`config.mk`:
```
export PLATFORM = sky130hd
export DESIGN_NAME = lct_tx
export DESIGN_NICKNAME = d
export VERILOG_FILES = /design/src/rtl/lct_tx.sv
export SDC_FILE = /design/constraint.sdc
export NUM_CORES = 1
export LEC_CHECK = 0
export CORE_MARGIN = 5
export CORE_UTILIZATION = 37
export CTS_CLUSTER_SIZE = 10
export DETAILED_ROUTE_END_ITERATION = 7
export HOLD_SLACK_MARGIN = 0.12
export PLACE_DENSITY = 0.56
export SYNTH_ARGS = -nofsm -noshare
export SYNTH_HDL_FRONTEND = slang
export SYNTH_SLANG_ARGS = --single-unit
```
`constraint.sdc`:
```
create_clock -name clk -period 5.1 [get_ports clk]
set_input_delay 0.765 -clock clk [delete_from_list [all_inputs] [get_ports clk]]
set_output_delay 0.765 -clock clk [all_outputs]
set_load 0.02 [all_outputs]
```
`src/rtl/lct_tx.sv`:
```
// lct_tx: transmit end of the ALCT trigger output path.
//
// Every BX in which at least one LCT or a shower bit is present (and capture
// is enabled) is tagged with the local bunch-crossing number. It is buffered
// in a FIFO and sent to the TMB as two 18-bit words.
//   word 0 = entry[35:18] = {bxn, shower, lct1[10:7]}   (tx_first = 1)
//   word 1 = entry[17:0]  = {lct1[6:0], lct0}           (tx_first = 0)
//
// Handshake: a word transfers on a rising clk edge where tx_valid and
// tx_ready are both 1. While tx_valid is 1 and the word has not transferred,
// tx_data and tx_first hold their values. tx_valid never depends on tx_ready.
//
// Ports:
//   clk, rst_n             BX clock, asynchronous active-low reset
//   hv/hp/hnp/hfap         best LCT: valid, quality, key wiregroup, accel flag
//   lv/lp/lnp/lfap         second LCT: same fields
//   shower_int             shower (HMT) bits
//   bc0                    bunch-counter zero marker (next bxn = 0)
//   tx_en                  capture enable (buffered entries drain regardless)
//   ovf_clr                clears the overflow counter
//   tx_data/valid/first    link word, valid, word-0 marker
//   tx_ready               sink accepts word
//   fifo_empty/fifo_full   registered FIFO occupancy flags
//   ovf_cnt                saturating count of entries dropped on overflow
module lct_tx #(
  parameter int FIFO_DEPTH = 8,
  parameter int BX_MAX     = 3563
) (
  input  logic        clk,
  input  logic        rst_n,
  input  logic        hv,
  input  logic [1:0]  hp,
  input  logic [6:0]  hnp,
  input  logic        hfap,
  input  logic        lv,
  input  logic [1:0]  lp,
  input  logic [6:0]  lnp,
  input  logic        lfap,
  input  logic [1:0]  shower_int,
  input  logic        bc0,
  input  logic        tx_en,
  input  logic        ovf_clr,
  output logic [17:0] tx_data,
  output logic        tx_valid,
  output logic        tx_first,
  input  logic        tx_ready,
  output logic        fifo_empty,
  output logic        fifo_full,
  output logic [7:0]  ovf_cnt
);

  localparam int AW = $clog2(FIFO_DEPTH);

  typedef enum logic [1:0] {IDLE, W0, W1} state_t;

  state_t          state, state_nx;
  logic [11:0]     bxn;
  logic            cap_valid;
  logic [35:0]     cap_entry;
  logic [10:0]     lct_h, lct_l, lct0, lct1;
  logic [35:0]     mem [FIFO_DEPTH];
  logic [AW-1:0]   wr_ptr, rd_ptr;
  logic [AW:0]     count;
  logic            full, hs, pop, drop, wr;
  logic [35:0]     head, next_head;
  logic [17:0]     data_nx;
  logic            valid_nx, first_nx;

  // Bunch-crossing counter
  always_ff @(posedge clk or negedge rst_n) begin
    if (!rst_n)                  bxn <= '0;
    else if (bc0)                bxn <= '0;
    else if (bxn == 12'(BX_MAX)) bxn <= '0;
    else                         bxn <= bxn + 12'd1;
  end

  // Capture stage: the second LCT is promoted to slot 0 when the best is absent
  always_comb begin
    lct_h = {hv, hp, hfap, hnp};
    lct_l = {lv, lp, lfap, lnp};
    lct0  = hv ? lct_h : (lv ? lct_l : 11'd0);
    lct1  = (hv && lv) ? lct_l : 11'd0;
  end

  always_ff @(posedge clk or negedge rst_n) begin
    if (!rst_n) begin
      cap_valid <= 1'b0;
      cap_entry <= '0;
    end else begin
      cap_valid <= tx_en && (hv || lv || (shower_int != 2'b00));
      cap_entry <= {bxn, shower_int, lct1, lct0};
    end
  end

  // FIFO bookkeeping. A write into a full FIFO is accepted only when the
  // serializer pops in the same cycle.
  assign full = (count == (AW+1)'(FIFO_DEPTH));
  assign hs   = tx_valid && tx_ready;
  assign drop = cap_valid && full && !pop;
  assign wr   = cap_valid && !drop;

  // The entry the serializer loads next. When the FIFO is empty the entry
  // being written this cycle is forwarded, so word 0 appears the cycle after
  // the write instead of one cycle later.
  assign head      = (count == '0) ? cap_entry : mem[rd_ptr];
  assign next_head = (count > (AW+1)'(1)) ? mem[rd_ptr + AW'(1)] : cap_entry;

  always_ff @(posedge clk) begin
    if (wr) mem[wr_ptr] <= cap_entry;
  end

  always_ff @(posedge clk or negedge rst_n) begin
    if (!rst_n) begin
      wr_ptr <= '0;
      rd_ptr <= '0;
      count  <= '0;
    end else begin
      if (wr)  wr_ptr <= wr_ptr + AW'(1);
      if (pop) rd_ptr <= rd_ptr + AW'(1);
      count <= count + (AW+1)'(wr) - (AW+1)'(pop);
    end
  end

  assign fifo_empty = (count == '0);
  assign fifo_full  = full;

  // Overflow counter: a clear and a drop in the same cycle leave 1
  always_ff @(posedge clk or negedge rst_n) begin
    if (!rst_n)                        ovf_cnt <= '0;
    else if (ovf_clr)                  ovf_cnt <= drop ? 8'd1 : 8'd0;
    else if (drop && ovf_cnt != 8'hFF) ovf_cnt <= ovf_cnt + 8'd1;
  end

  // Serializer FSM; link outputs are registered and loaded on transitions
  always_ff @(posedge clk or negedge rst_n) begin
    if (!rst_n) begin
      state    <= IDLE;
      tx_data  <= '0;
      tx_valid <= 1'b0;
      tx_first <= 1'b0;
    end else begin
      state    <= state_nx;
      tx_data  <= data_nx;
      tx_valid <= valid_nx;
      tx_first <= first_nx;
    end
  end

  always_comb begin
    state_nx = state;
    data_nx  = tx_data;
    valid_nx = tx_valid;
    first_nx = tx_first;
    pop      = 1'b0;
    case (state)
      IDLE: begin
        if (!fifo_empty || cap_valid) begin
          state_nx = W0;
          data_nx  = head[35:18];
          valid_nx = 1'b1;
          first_nx = 1'b1;
        end
      end
      W0: begin
        if (hs) begin
          state_nx = W1;
          data_nx  = head[17:0];
          first_nx = 1'b0;
        end
      end
      W1: begin
        if (hs) begin
          pop = 1'b1;
          if (count > (AW+1)'(1) || cap_valid) begin
            state_nx = W0;
            data_nx  = next_head[35:18];
            first_nx = 1'b1;
          end else begin
            state_nx = IDLE;
            valid_nx = 1'b0;
          end
        end
      end
      default: begin
        state_nx = IDLE;
        valid_nx = 1'b0;
        first_nx = 1'b0;
      end
    endcase
  end

endmodule

```
==> impl_metrics.yaml, run 1 <==
drt:
  drc: 0
  initialDrtViolationCount: 748
  drtPass1Iterations: 5
  wl_mm: 42.6
  vias: 9718
  postRouteAntennaNets: 0
  wl_per_cell_um: 23.9
  vias_per_cell: 5.46
setup_path:
  r2r_start: "state[0]"
  path_cells: "inv_1 -> ha_1 -> or3b_1 -> inv_1 -> clkdlybuf4s50_1"
  required_ps: 4340
  critPathMaxStageDelay_ps: 820
  cp_common_cell: "inv_1"
  r2r_end: "mem[7][20]"
  crit_end: "fifo_empty"
  cp-end-kind: "primary output"
  crit_slowest_cell: "clkdlybuf4s50_1"
  timing_worst_setup_path_type: "flop to primary output"
  setup.worst_path.start: "count[2]"
  rrSetupSlack_ps: 1820
  cp_max_fo: 18
  ff2ff_path_depth: 8
  critPathLaunchType: "flop"
  worstPathArrival_ps: 3130
timing:
  fin_crit_ps: 3900
  timing.setup.tns_ps: 0
  fmax_mhz: 257
  final_hold_viol_count: 0
  setup_violations: 0
  min_period_over_period: 0.764
  maxSlewViolCount: 0
  hold_ws_ps: 238
  slew-limit-headroom: 0.340
  fin_skew_ps: 17.7
  max_slew.worst_pin.slew_ps: 987
  rsz0062_at_grt: "no"
floorplanning:
  die_area_um2: 48500
  die_width_um: 220
  coreArea_um2: 43900
  std_cell_rows: 77
  boundaryPins: 60
  start_util: 0.372
  die_h_um: 220
clocking:
  hold_buffers: 0
  cts_buffers: 44
  root_buffer: "clkbuf_16"
  cts_resized: 0
  cts-htree-levels: 2
  clk_pin_slew_ps: 50
  cts.sinks: 377
  cts_tree: "built"
  clock_latency_ps: 540
  post_cts_buffers: 0
  clockBufferDepth: 3
global_routing:
  grt_usage: 0.175
  antenna_found_initial: 0
  grt_pass1_vias: 10000
  grt_pass1_wl_mm: 64.1
  grt_overflow: 0
  grt_max_degree: 118
synth:
  synth_cell_types: 51
  synth_area_per_cell_um2: 15.0
  postSynthCellCount: 1089
  synth-seq-cells: 377
  synth-main-ff-cell: "edfxtp_1"
  async_flop_share: 0.236
  ys_seq_area_frac: 0.665
  synth_fp_nets: 1133
  mappedNetlistArea_um2: 16300
  synth-edff-count: 288
  ys_warn_count: 0
layout:
  area.growth.synth_to_final_pct: 15.4
  fillers: 4098
  final_common_cell: "edfxtp_1"
  n_antenna_cell: 0
  drive_gt1_frac: 0.112
  layout_common_cells: "288 x edfxtp_1, 151 x mux2i_1, 88 x dfrtp_1, 59 x a21oi_1, 58 x clkdlybuf4s50_1"
  final_nets: 1198
placed_design:
  hpwl_mm: 26.6
  port-buffer-count: 59
  gp_congestion: 0.795
power_and_ir_drop:
  p_total_uw: 11400
  ir_drop_mv: 0.441
  sw_frac_of_total: 0.356
  p_switching_uw: 4080
  pwr-share-comb: 0.392
  p_int_uw: 7370
  clockPowerShare: 0.245
  power.static_leakage_uw: 0.00677
  power_density_nw_per_um2: 607
  seq_power_share: 0.363
status:
  status: "completed"
flow_run:
  drv_cap: 0
min_path:
  hold_path.class: "primary input to asynchronous set/reset pin"
==> power groups by stage <==
stage	logic (µW)	clock network, µW	registers [µW]
6_report	4490	2810	4150
5_1_grt	4830	3000	4210
4_1_cts	4530	2860	4160
3_5_place_dp	4520	0	4210
3_3_place_gp	4490	0	4200
2_1_floorplan	3200	0	4150
==> cells by family (layout without fill, tap and decap cells) <==
family | after synthesis | count (layout) | share of synthesized area
mux | 190 | 190 | 0.144
xor+xnor | 21 | 21 | 0.0124
simple gates | 175 | 175 | 0.0535
fa+ha+maj | 14 | 14 | 0.0112
buf+inv | 85 | 184 | 0.0259
compound gates | 227 | 227 | 0.0877
flops | 377 | 377 | 0.665
==> worst max-delay path, delay by kind of cell (launching register included) <==
| kind | cells | cell delay, ps |
|---|---|---|
| and+or+nand+nor | 1 | 380 |
| DFF | 1 | 350 |
| buffers and inverters | 3 | 1640 |
| adders and majority gates | 1 | 210 |
==> through the flow <==
step                      instances  setup slack, ps  utilization  area [µm²]
after floorplan                1089              628            -       16300
after global placement         1700             1520        0.401       17600
after detailed placement       1700             1440        0.401       17600
after CTS                      1780             1170        0.429       18900
after global routing           1780             1130        0.429       18900
final                          1780             1200        0.429       18900
==> how the worst min path moves through the flow <==
| stage | endpoint | startpoint | slack [ps] |
|---|---|---|---|
| finish | ovf_cnt[3] | rst_n | 240 |
| global placement | cap_entry[32] | bxn[8] | 400 |
| floorplan | cap_entry[28] | bxn[4] | 370 |
| detailed placement | cap_entry[34] | bxn[10] | 400 |
| CTS | ovf_cnt[3] | rst_n | 240 |
| global route | ovf_cnt[3] | rst_n | 280 |
==> final cells by class <==
| cell class | count | area, µm² | share of cell area |
|---|---|---|---|
| Tap cell | 592 | 741 | 0.0393 |
| Inverter | 15 | 56.3 | 0.00298 |
| Timing Repair Buffer | 89 | 826 | 0.0438 |
| Clock inverter | 1 | 5.00 | 0.000265 |
| Clock buffer | 79 | 1250 | 0.0664 |
| Sequential cell | 377 | 10900 | 0.577 |
| Multi-Input combinational cell | 627 | 5110 | 0.271 |
==> flip-flops by register name, indices dropped and copies added, names as in the netlist <==
register / flops
count: 4
cap_valid: 1
bxn: 12
tx_first: 1
cap_entry: 36
rd_ptr: 3
mem: 288
ovf_cnt: 8
tx_valid: 1
tx_data: 18
wr_ptr: 3
state: 2
==> per-layer routing <==
metal	vias up	global-route usage	wire length, µm
met5	-	0	0
met4	0	0.0495	1140
met3	75	0.0261	1910
met2	261	0.295	20900
met1	5004	0.239	18600
li1	4378	-	-
==> synthesized netlist by cell type (15+ instances only) <==
cell,instances,share of area
edfxtp_1,288,0.53
mux2i_1,151,0.092
dfrtp_1,89,0.14
a21oi_1,59,0.018
o22ai_1,54,0.021
nor2_1,46,0.011
o21ai_0,38,0.012
mux4_2,36,0.050
nand2_1,29,0.0067
buf_2,27,0.0083
a22oi_1,24,0.011
nor3_1,24,0.0073
a22o_1,22,0.012
clkbuf_1,22,0.0051
nand3_1,22,0.0067
and2_1,16,0.0061
buf_4,16,0.0073
inv_1,15,0.0034
No activity file was read; power rests on OpenSTA's default activity.
==> run 2, diff against run 1 <==
==> constraint.sdc (replaced) <==
create_clock -name clk -period 3.7 [get_ports clk]
set_input_delay 0.555 -clock clk [delete_from_list [all_inputs] [get_ports clk]]
set_output_delay 0.555 -clock clk [all_outputs]
set_load 0.02 [all_outputs]
==> run 2 against run 1 <==
Net effect: core utilization grew 0.45 points; flip-flop and latch count stayed put; clock skew rose by 2.2 ps; first-iteration DRC count is 3.1% higher; setup slack got worse by 570 ps; critical path type unchanged; critical endpoint unchanged.
==> impl_metrics.yaml, run 2 (same netlist as run 1, synthesis figures left out) <==
drt:
  postRouteAntennaNets: 0
  vias: 9688
  wl_per_cell_um: 23.6
  drc: 0
  drtPass1Iterations: 5
  vias_per_cell: 5.42
  wl_mm: 42.1
  initialDrtViolationCount: 771
setup_path:
  path_cells: "inv_1 -> ha_1 -> or3b_1 -> inv_1 -> clkdlybuf4s50_1"
  required_ps: 3140
  critPathMaxStageDelay_ps: 760
  cp_max_fo: 3
  critPathLaunchType: "flop"
  timing_worst_setup_path_type: "flop to primary output"
  cp_common_cell: "inv_1"
  crit_slowest_cell: "clkdlybuf4s50_1"
  cp-end-kind: "primary output"
  worstPathArrival_ps: 2510
clocking:
  root_buffer: "clkbuf_16"
  clockBufferDepth: 3
  hold_buffers: 0
  clock_latency_ps: 550
  cts.sinks: 377
  clk_pin_slew_ps: 60
  post_cts_buffers: 0
  cts_resized: 0
  cts_buffers: 44
  cts_tree: "built"
  cts-htree-levels: 2
timing:
  min_period_over_period: 0.828
  maxSlewViolCount: 0
  max_slew.worst_pin.slew_ps: 994
  slew-limit-headroom: 0.337
  timing.setup.tns_ps: 0
  setup_violations: 0
  final_hold_viol_count: 0
  fmax_mhz: 326
  rsz0062_at_grt: "no"
  fin_skew_ps: 19.9
  fin_crit_ps: 3060
  setup_slack_ps: 637
floorplanning:
  start_util: 0.372
  std_cell_rows: 77
  boundaryPins: 60
  die_h_um: 220
  die_width_um: 220
  coreArea_um2: 43900
  die_area_um2: 48500
global_routing:
  grt_pass1_wl_mm: 63.0
  grt_pass1_vias: 9939
  grt_usage: 0.174
  grt_max_degree: 92
  grt_overflow: 0
  antenna_found_initial: 0
placed_design:
  pre_cts_ws_ps: 628
  hpwl_mm: 26.2
  gp_congestion: 0.837
  port-buffer-count: 59
power_and_ir_drop:
  power.static_leakage_uw: 0.00685
  p_total_uw: 16100
  ir_drop_mv: 0.458
  power_density_nw_per_um2: 847
flow_run:
  drv_cap: 0
layout:
  area.growth.synth_to_final_pct: 16.6
  n_antenna_cell: 0
  post-route-util: 0.434
  drive_gt1_frac: 0.121
  final_common_cell: "edfxtp_1"
  final_nets: 1204
  layout_common_cells: "288 x edfxtp_1, 151 x mux2i_1, 88 x dfrtp_1, 59 x a21oi_1, 58 x clkdlybuf4s50_1"
  largest_reg_flops: 288
  regMostFlops: "mem"
  top_regs: "mem x288, cap_entry x36, tx_data x18"
min_path:
  hold_path.class: "primary input to asynchronous set/reset pin"
status:
  status: "completed"
==> run 2: cell count changes in the layout (fill, tap and decap cells not counted) <==
| cell | previous run | this run |
|---|---|---|
| clkinv_2 | 1 | 0 |
| nor3_2 | 2 | 0 |
| nor3_4 | 1 | 3 |
| clkbuf_1 | 34 | 29 |
| clkbuf_8 | 0 | 3 |
| bufinv_16 | 0 | 1 |
| inv_6 | 0 | 2 |
| buf_12 | 1 | 7 |
==> run 2: cell type report <==
type | count | area (µm²)
Clock inverter | 3 | 47.5
Timing Repair Buffer | 95 | 946
Clock buffer | 77 | 1280
Inverter | 15 | 56.3
Sequential cell | 377 | 10900
Fill cell | 3967 | 24900
Multi-Input combinational cell | 627 | 5120
Tap cell | 592 | 741
==> run 2: where the power goes <==
part / total [µW] / switching (µW) / internal, µW / leakage (µW)
Sequential: 5660 / 396 / 5270 / 0.00382
Clock: 4020 / 1620 / 2390 / 0.000634
Combinational: 6470 / 3740 / 2720 / 0.00240
==> run 2: routing by layer <==
metal | wire length, µm | global-route usage
met2 | 21300 | 0.299
met3 | 2050 | 0.0241
met1 | 17900 | 0.233
met4 | 841 | 0.0474
met5 | 0 | 0
==> run 2: worst paths after layout <==
| path | startpoint | end | slack [ps] | depth (start not counted) |
|---|---|---|---|---|
| worst max-delay path | count[2] | fifo_empty | 640 | 5 |
| worst min-delay path | rst_n | ovf_cnt[6] | 160 | 1 |
| worst max register to register | rd_ptr[0] | tx_data[15] | 1010 | 6 |
| worst min register to register | bxn[4] | cap_entry[28] | 430 | 0 |
| max in group asynchronous | rst_n | cap_entry[5] | 2640 | 2 |
| min in group clk | bxn[4] | cap_entry[28] | 430 | 0 |
==> run 2: per-stage QoR <==
| step | cells | hold WS (ps) | area, µm² |
|---|---|---|---|
| after floorplan | 1089 | 259 | 16400 |
| after CTS | 1786 | 187 | 19100 |
| after detailed placement | 1706 | 416 | 17700 |
| after global routing | 1786 | 236 | 19100 |
| after global placement | 1706 | 398 | 17700 |
| final | 1786 | 161 | 19100 |
==> run 2: worst max-delay path, delay by kind of cell, from the launching register on <==
kind | cells | cell delay [ps]
buffers and inverters | 3 | 970
DFF | 1 | 360
adders and majority gates | 1 | 210
and+or+nand+nor | 1 | 410
==> run 3, diff against run 2 <==
--- a/config.mk
+++ b/config.mk
@@ -10,7 +10,7 @@
 export CTS_CLUSTER_SIZE = 10
 export DETAILED_ROUTE_END_ITERATION = 7
 export HOLD_SLACK_MARGIN = 0.12
-export PLACE_DENSITY = 0.56
+export PLACE_DENSITY = 0.58
 export SYNTH_ARGS = -nofsm -noshare
 export SYNTH_HDL_FRONTEND = slang
 export SYNTH_SLANG_ARGS = --single-unit
==> constraint.sdc (replaced) <==
create_clock -name clk -period 2.6 [get_ports clk]
set_input_delay 0.39 -clock clk [delete_from_list [all_inputs] [get_ports clk]]
set_output_delay 0.39 -clock clk [all_outputs]
set_load 0.02 [all_outputs]
==> run 3 against run 2 <==
Net effect: die area unchanged; count of clock-buffer cells in the layout increased by 1; total power increased by 43%; hold slack improved by 230 ps; critical path type is now flop to flop; flip-flop and latch count unchanged; routed wire length decreased by 1.0%; largest cell class unchanged; global-route usage decreased by 0.079 points.
==> impl_metrics.yaml, run 3 (same netlist as run 1, synthesis figures left out) <==
status:
  status: "completed"
clocking:
  clk_pin_slew_ps: 60
  cts_tree: "built"
  cts-htree-levels: 2
  clock_latency_ps: 550
  root_buffer: "clkbuf_16"
  cts_buffers: 44
  cts.sinks: 377
  clockBufferDepth: 3
setup_path:
  critPathTopFamily: "simple AND/OR/NAND/NOR gates"
  timing_worst_setup_path_type: "flop to flop"
  cp-end-kind: "flop"
  critPathMaxStageDelay_ps: 390
  required_ps: 3020
  critPathLaunchType: "flop"
  path_cells: "inv_1 -> ha_1 -> or3b_1 -> buf_12 -> nand2_1 -> buf_4 -> buf_4 -> nor3_1 -> o22ai_1 -> a22o_1"
  cp_max_fo: 32
  crit_slowest_cell: "nor3_1"
  cp_common_cell: "buf_4"
  rrSetupSlack_ps: 150
  crit_buf_inv: 4
  worstPathArrival_ps: 2870
global_routing:
  grt_overflow: 0
  antenna_found_initial: 0
  grt_pass1_vias: 10300
  grt_usage: 0.173
  grt_pass1_wl_mm: 63.5
  grt_max_degree: 68
floorplanning:
  coreArea_um2: 43900
  std_cell_rows: 77
  boundaryPins: 60
  die_h_um: 220
  die_width_um: 220
  start_util: 0.372
  die_area_um2: 48500
drt:
  wl_per_cell_um: 23.1
  drc: 0
  initialDrtViolationCount: 756
  drtPass1Iterations: 5
  postRouteAntennaNets: 0
  vias: 9858
  vias_per_cell: 5.46
  wl_mm: 41.7
flow_run:
  drv_cap: 0
timing:
  fmax_mhz: 408
  maxSlewViolCount: 0
  fin_crit_ps: 2450
  hold_ws_ps: 388
  slew-limit-headroom: 0.298
  max_slew.worst_pin.slew_ps: 1050
  final_hold_viol_count: 0
  rsz0062_at_grt: "no"
  fin_skew_ps: 16.6
  min_period_over_period: 0.943
  setup_violations: 0
layout:
  largest_reg_flops: 288
  post-route-util: 0.439
  fillers: 3976
  final_nets: 1225
  final_common_cell: "edfxtp_1"
  n_antenna_cell: 0
  top_regs: "mem x288, cap_entry x36, tx_data x18"
  regMostFlops: "mem"
  area.growth.synth_to_final_pct: 18.1
  layout_common_cells: "288 x edfxtp_1, 151 x mux2i_1, 88 x dfrtp_1, 59 x a21oi_1, 56 x clkdlybuf4s50_1"
  drive_gt1_frac: 0.138
min_path:
  hold_path.class: "primary input to asynchronous set/reset pin"
power_and_ir_drop:
  ir_drop_mv: 0.693
  power_density_nw_per_um2: 1190
  power.static_leakage_uw: 0.00697
placed_design:
  gp_congestion: 0.790
  port-buffer-count: 59
  hpwl_mm: 25.7
==> run 3: area by class of cell <==
cell class                 instances  area, µm²  area share
sequential                       377      10900       0.564
multi-input combinational        627       5150       0.267
clock buffer                      78       1280      0.0663
timing repair buffer             116       1190      0.0617
tap                              592        741      0.0384
inverter                          15       60.1     0.00311
clock inverter                     1       5.00    0.000259
==> run 3: worst paths after layout <==
path / from / end / depth (start not counted)
worst max-delay path: count[2] / tx_data[5] / 10
worst min-delay path: rst_n / ovf_cnt[5] / 2
worst max register to register: count[2] / tx_data[5] / 10
worst min register to register: bxn[10] / cap_entry[34] / 0
max in group asynchronous: rst_n / tx_data[9] / 3
min in group clk: shower_int[1] / cap_entry[23] / 1
==> run 3: report_power, final <==
| part | internal [µW] | switching, µW | leakage, µW |
|---|---|---|---|
| combinational | 4170 | 5240 | 0.00254 |
| clock | 3300 | 2280 | 0.000615 |
| sequential | 7490 | 570 | 0.00382 |
==> run 3: metal layers <==
layer  share of wire  global-route usage  vias to the layer above
met4           0.029              0.0610                        0
met5               0                   0                        -
met3           0.047              0.0231                       84
met1            0.43               0.234                     5081
li1                -                   -                     4425
met2            0.49               0.290                      268
==> run 3: worst register-to-register path, stage by stage (launching register included) <==
cell     delay [ps]
dfrtp_1         320
inv_1            70
ha_1            230
or3b_1          270
buf_12          240
nand2_1         100
buf_4           200
buf_4           170
nor3_1          390
o22ai_1         160
a22o_1          190
==> run 3: what timing repair did <==
item	CTS	global route
hold buffers	1	0
gates resized for setup	5	2
buffers inserted	1	0
hold endpoints to repair	39	0
pin swaps	0	0
setup endpoints to repair	2	11
==> run 3: stage by stage <==
step                      instances  area (µm²)  TNS, ps  worst slack, ps  power [µW]
after floorplan                1089       16400   -56710             -426       14400
after global placement         1725       18000        0              138       17500
after detailed placement       1725       18000        0              104       17600
after CTS                      1806       19300        0             2.37       23200
after global routing           1806       19300        0             44.9       24200
final                          1806       19300        0              149       23000
